$ cat src/rtl/cia_irq_ctrl.sv
// CIA interrupt control register: latches event sources, masks them, drives a
// sticky registered IRQ that is cleared by reading the ICR.
module cia_irq_ctrl #(
  parameter int         NUM_SRC  = 5,
  parameter logic [3:0] ICR_ADDR = 4'hd
) (
  input  logic               clk,
  input  logic               rst,
  input  logic               clk_1mhz_ph1_en,
  input  logic               i_cs,
  input  logic [3:0]         i_addr,
  input  logic               i_we,
  input  logic [7:0]         i_data,
  input  logic [NUM_SRC-1:0] i_src,
  output logic [7:0]         o_data,
  output logic [NUM_SRC-1:0] o_mask,
  output logic               o_irq
);

  logic [NUM_SRC-1:0] flags_reg, flags_next;
  logic [NUM_SRC-1:0] mask_reg, mask_next;
  logic               ir_reg, ir_next;
  logic               irq_reg;
  logic               addr_hit, rd, wr;

  assign addr_hit = (i_addr == ICR_ADDR);
  assign rd       = i_cs & ~i_we & addr_hit;
  assign wr       = i_cs &  i_we & addr_hit;

  // Read data ignores cs/we; the CIA top selects between register blocks.
  always_comb begin
    o_data = 8'h00;
    if (addr_hit) begin
      o_data[7]           = ir_reg;
      o_data[NUM_SRC-1:0] = flags_reg;
    end
  end

  always_comb begin
    flags_next = flags_reg;
    mask_next  = mask_reg;
    ir_next    = ir_reg;
    if (clk_1mhz_ph1_en) begin
      // A source arriving with the clearing read survives into the new flags.
      flags_next = (rd ? '0 : flags_reg) | i_src;
      if (wr) begin
        if (i_data[7]) mask_next = mask_reg | i_data[NUM_SRC-1:0];
        else           mask_next = mask_reg & ~i_data[NUM_SRC-1:0];
      end
      // IR uses the pre-edge flags and mask, giving a one-edge pipeline.
      if (rd) ir_next = 1'b0;
      else    ir_next = ir_reg | (|(flags_reg & mask_reg));
    end
  end

  always_ff @(posedge clk or negedge rst) begin
    if (!rst) begin
      flags_reg <= '0;
      mask_reg  <= '0;
      ir_reg    <= 1'b0;
      irq_reg   <= 1'b0;
    end else begin
      flags_reg <= flags_next;
      mask_reg  <= mask_next;
      ir_reg    <= ir_next;
      irq_reg   <= ir_next;
    end
  end

  assign o_mask = mask_reg;
  assign o_irq  = irq_reg;

endmodule

$ cat config.mk
export PLATFORM = sky130hd
export DESIGN_NAME = cia_irq_ctrl
export DESIGN_NICKNAME = d
export VERILOG_FILES = /design/src/rtl/cia_irq_ctrl.sv
export SDC_FILE = /design/constraint.sdc
export NUM_CORES = 1
export LEC_CHECK = 0
export CORE_MARGIN = 5
export CORE_UTILIZATION = 39
export CTS_BUF_LIST = sky130_fd_sc_hd__clkbuf_2
export DETAILED_ROUTE_END_ITERATION = 12
export PLACE_DENSITY = 0.85
export SLEW_MARGIN = 20
export SYNTH_ARGS = -nofsm -noshare
export SYNTH_HDL_FRONTEND = slang
export SYNTH_SLANG_ARGS = --single-unit
$ cat constraint.sdc
create_clock -name clk -period 2 [get_ports clk]
set_clock_uncertainty 0.1 [all_clocks]
set_input_delay 0.3 -clock clk [delete_from_list [all_inputs] [get_ports clk]]
set_output_delay 0.3 -clock clk [all_outputs]
set_load 0.03 [all_outputs]
* After elaboration in Yosys (flattened, before gate mapping) *
Index checks and enable logic that the tools add are counted.
Widths: inputs -> output; s select.

word-level totals
  output and inout bits = 14
  flip-flop bits (word level) = 11
  bits of input ports = 22

cells by class
  reductions and logical operators = 2
  mux-type cells = 5
  equal/unequal tests = 1
  bitwise gates (word level) = 11

operators by type and width
  cell                count
  $mux 5              3
  $and 5x5->5         2
  $or 5x5->5          2
  $not 5->5           1
  $reduce_or 5->1     1
  $and 1x1->1         4
  $eq 4x4->1 const B  1
  $mux 1              2
  $reduce_and 2->1    1
  $not 1->1           1
  $or 1x1->1          1

* Longest topological paths before layout *
  depth in word-level cells = 5
  gate-level depth with buffers = 4

* Worst setup path before layout *
No wires, ideal clock.

  kind = input to output
  start = input i_addr[1]
  end = output o_data[0]
  arrival time = 0.937 ns
  setup slack = 0.663 ns
  cell stages on the path = 2
  cells stage by stage = and4b_2 and2_1

on the way
  longest elaborated chain between the ends = 2

ends and longest elaborated chain
  what                line  text
  start: declaration  11    input logic [3:0] i_addr,
  $eq 4x4->1          26    assign addr_hit = (i_addr == ICR_ADDR);
  $mux 5              33    if (addr_hit) begin
  end: declaration    15    output logic [7:0] o_data,

Every way passes these cells.

* Worst setup path in the final report *
  start = input i_addr[2]
  end = output o_data[2]

The elaborated chain is that of the path after synthesis.

==> key figures <==
Timing
  • Worst Max-Slew Pin Slew: 0.5091 ns
  • Fin Hold WS: 0.2618 ns
  • Fin. Hold Viols: 0
  • Finish-stage setup viols: 0
  • Final worst path period share: 0.9055
  • Period minus WS final: 1.811 ns
  • Setup TNS: 0 ns
  • Slew Limit Fails: 0
  • Unrepaired setup endpoints after global routing: no
  • Upper clock frequency limit: 552.2 MHz
  • Relative slew slack: 0.6595

Logic synthesis
  • Mapped Area: 568.0 um2
  • Synth top area cells: dfrtp_1, mux2_2, a22o_1
  • Distinct cell type count after synthesis: 15
  • Largest area contributor in the netlist: dfrtp_1
  • Share of Yosys cell area claimed by the top area cell type: 0.4846
  • Syn Inst Count: 49
  • Post-synthesis sequential area ratio: 0.4846
  • Synthesized area per cell: 11.59 um2
  • YS warnings: 0
  • Yosys reg bits: 11

Clock network
  • Clock slew at reported path FFs: 0.12 ns
  • Hold_buf cts: 0
  • Postcts setup bufs: 0
  • CTS root buf: clkbuf_2
  • CTS sink cnt: 11
  • Htree depth: 1
  • CTS buffer count: 3
  • PostCTS Resize Cnt: 0
  • CTS tree: done
  • Worst-Skew Late Latency: 0.26 ns
  • CTS max path bufs: 2

Detailed routing
  • WL final: 1.507 mm
  • DR DRC count: 0
  • DR vias: 516
  • DR pass1 iterations: 4
  • Metal3 WL: 144 um
  • Final antenna-violating net count: 0
  • Starting DRT DRC Count: 8
  • Highest Signal Layer: met4
  • Wl on met1: 563 um
  • Vias per cell: 5.265
  • Routed len/inst: 15.38 um
  • WL met2: 788 um

GRT
  • Grt ovf: 0
  • First-pass GRT wire length: 2.325 mm
  • Largest net degree at the start of global routing: 12
  • Gr usage total: 0.1535
  • Initial antenna violation count: 0
  • Vias in the first global route: 543

Cells and area
  • # diodes: 0
  • Most frequent cells in the layout: clkdlybuf4s50_1, dfrtp_1, buf_4
  • P&R area growth vs syn: 56.83%
  • Fraction of layout cells with a size suffix above 1: 0.2169
  • Most common cell after layout, fill and taps aside: clkdlybuf4s50_1
  • Nets@finish: 106

Power and ir drop
  • VDD IR max: 0.3441 mV
  • Clock network fraction of design power: 0.217
  • Psw: 0.1920 mW
  • Power share of the sequential group: 0.452
  • Switch share: 0.3279
  • Int Pwr: 0.3935 mW
  • PwrDens: 657.3 nW/um2
  • Pleak: 0.4055 nW
  • Comb pwr share: 0.330

Placed design
  • IO buf count: 31
  • Final HPWL DP: 1.286 mm
  • GPL Wtd Cong: 0.7221

Worst setup path
  • Type of the worst setup path: in -> out
  • Startpoint types: input pin
  • WP data arrival: 1.41 ns
  • Worst setup EP type: primary output
  • Worst-path fanout max: 7
  • Req. time, crit path: 1.60 ns

Floorplan
  • Total Die Area: 2320 um2
  • Die W: 48.17 um
  • # IOs: 36
  • Initial core utilization: 0.4259
  • Die H: 48.17 um
  • # rows: 13
  • Total core area: 1334 um2

Job
  • Maxcap violations: 0

Worst hold path
  • Type of the most critical hold path: in -> async

Run status
  • Outcome: finished clean
==> critical path, stage by stage <==
cell             delay, ns
clkdlybuf4s50_1       0.48
and4b_2               0.33
and2_1                0.15
buf_4                 0.15
==> metal layers <==
layer,vias up,global-route usage
met2,22,0.2708
met1,242,0.1632
li1,250,-
met5,-,0
met3,2,0.04428
met4,0,0.08065
==> power groups by stage <==
| stage | Clock [mW] | Combinational, mW | Sequential, mW |
|---|---|---|---|
| floorplan | 0 | 0.0587 | 0.300 |
| global placement | 0 | 0.188 | 0.267 |
| detailed placement | 0 | 0.195 | 0.269 |
| CTS | 0.134 | 0.195 | 0.266 |
| global route | 0.148 | 0.203 | 0.268 |
| finish | 0.127 | 0.193 | 0.265 |
==> logic make-up (layout without fill, tap and decap cells) <==
kind of cell / count (synthesis) / count (layout) / share of synthesized area
DFF: 11 / 11 / 0.4846
AOI/OAI and AO/OA: 9 / 9 / 0.1299
other: 1 / 2 / 0.006602
buffers and inverters: 3 / 36 / 0.03964
muxes: 5 / 5 / 0.09911
and+or+nand+nor: 20 / 20 / 0.2401
==> final cells by class <==
cell class,instances,area (um2)
clock buffers,4,20.02
fillers,127,442.9
multi-input cells,36,274.0
flip-flops and latches,11,275.3
well taps,15,18.77
repair buffers,32,302.8
==> cells in the mapped netlist <==
library cell   n
nand3_1        1
mux2_2         5
and4b_2        1
a22oi_1        2
nand4b_4       1
conb_1         1
buf_4          3
nand4_1        5
nor2_1         5
nand4b_1       1
a22o_1         5
o211a_1        1
dfrtp_1       11
and2_1         6
a21oi_1        1
==> per-stage QoR <==
step	cell area (um2)	setup slack, ns	utilization	power [mW]	std cells
after global routing	890.9	0.1453	0.6679	0.6196	98
after global placement	870.8	0.2182	0.6529	0.4549	94
after floorplan	571.8	0.6627	-	0.3590	50
after detailed placement	870.8	0.1798	0.6529	0.4640	94
after CTS	890.9	0.1798	0.6679	0.5949	98
final	890.9	0.1890	0.6679	0.5856	98
==> final timing paths <==
kind | start | to | slack [ns] | depth (start not counted)
max | i_addr[2] | o_data[2] | 0.19 | 4
min | rst | asynchronous set/reset pin | 0.26 | 1
max reg2reg | flop | o_irq | 0.93 | 3
min reg2reg | flags_reg[1] | flags_reg[1] | 0.43 | 1
max in group asynchronous | rst | o_irq | 1.18 | 1
min in group clk | flags_reg[1] | flags_reg[1] | 0.43 | 1
No activity file was read; power rests on OpenSTA's default activity.
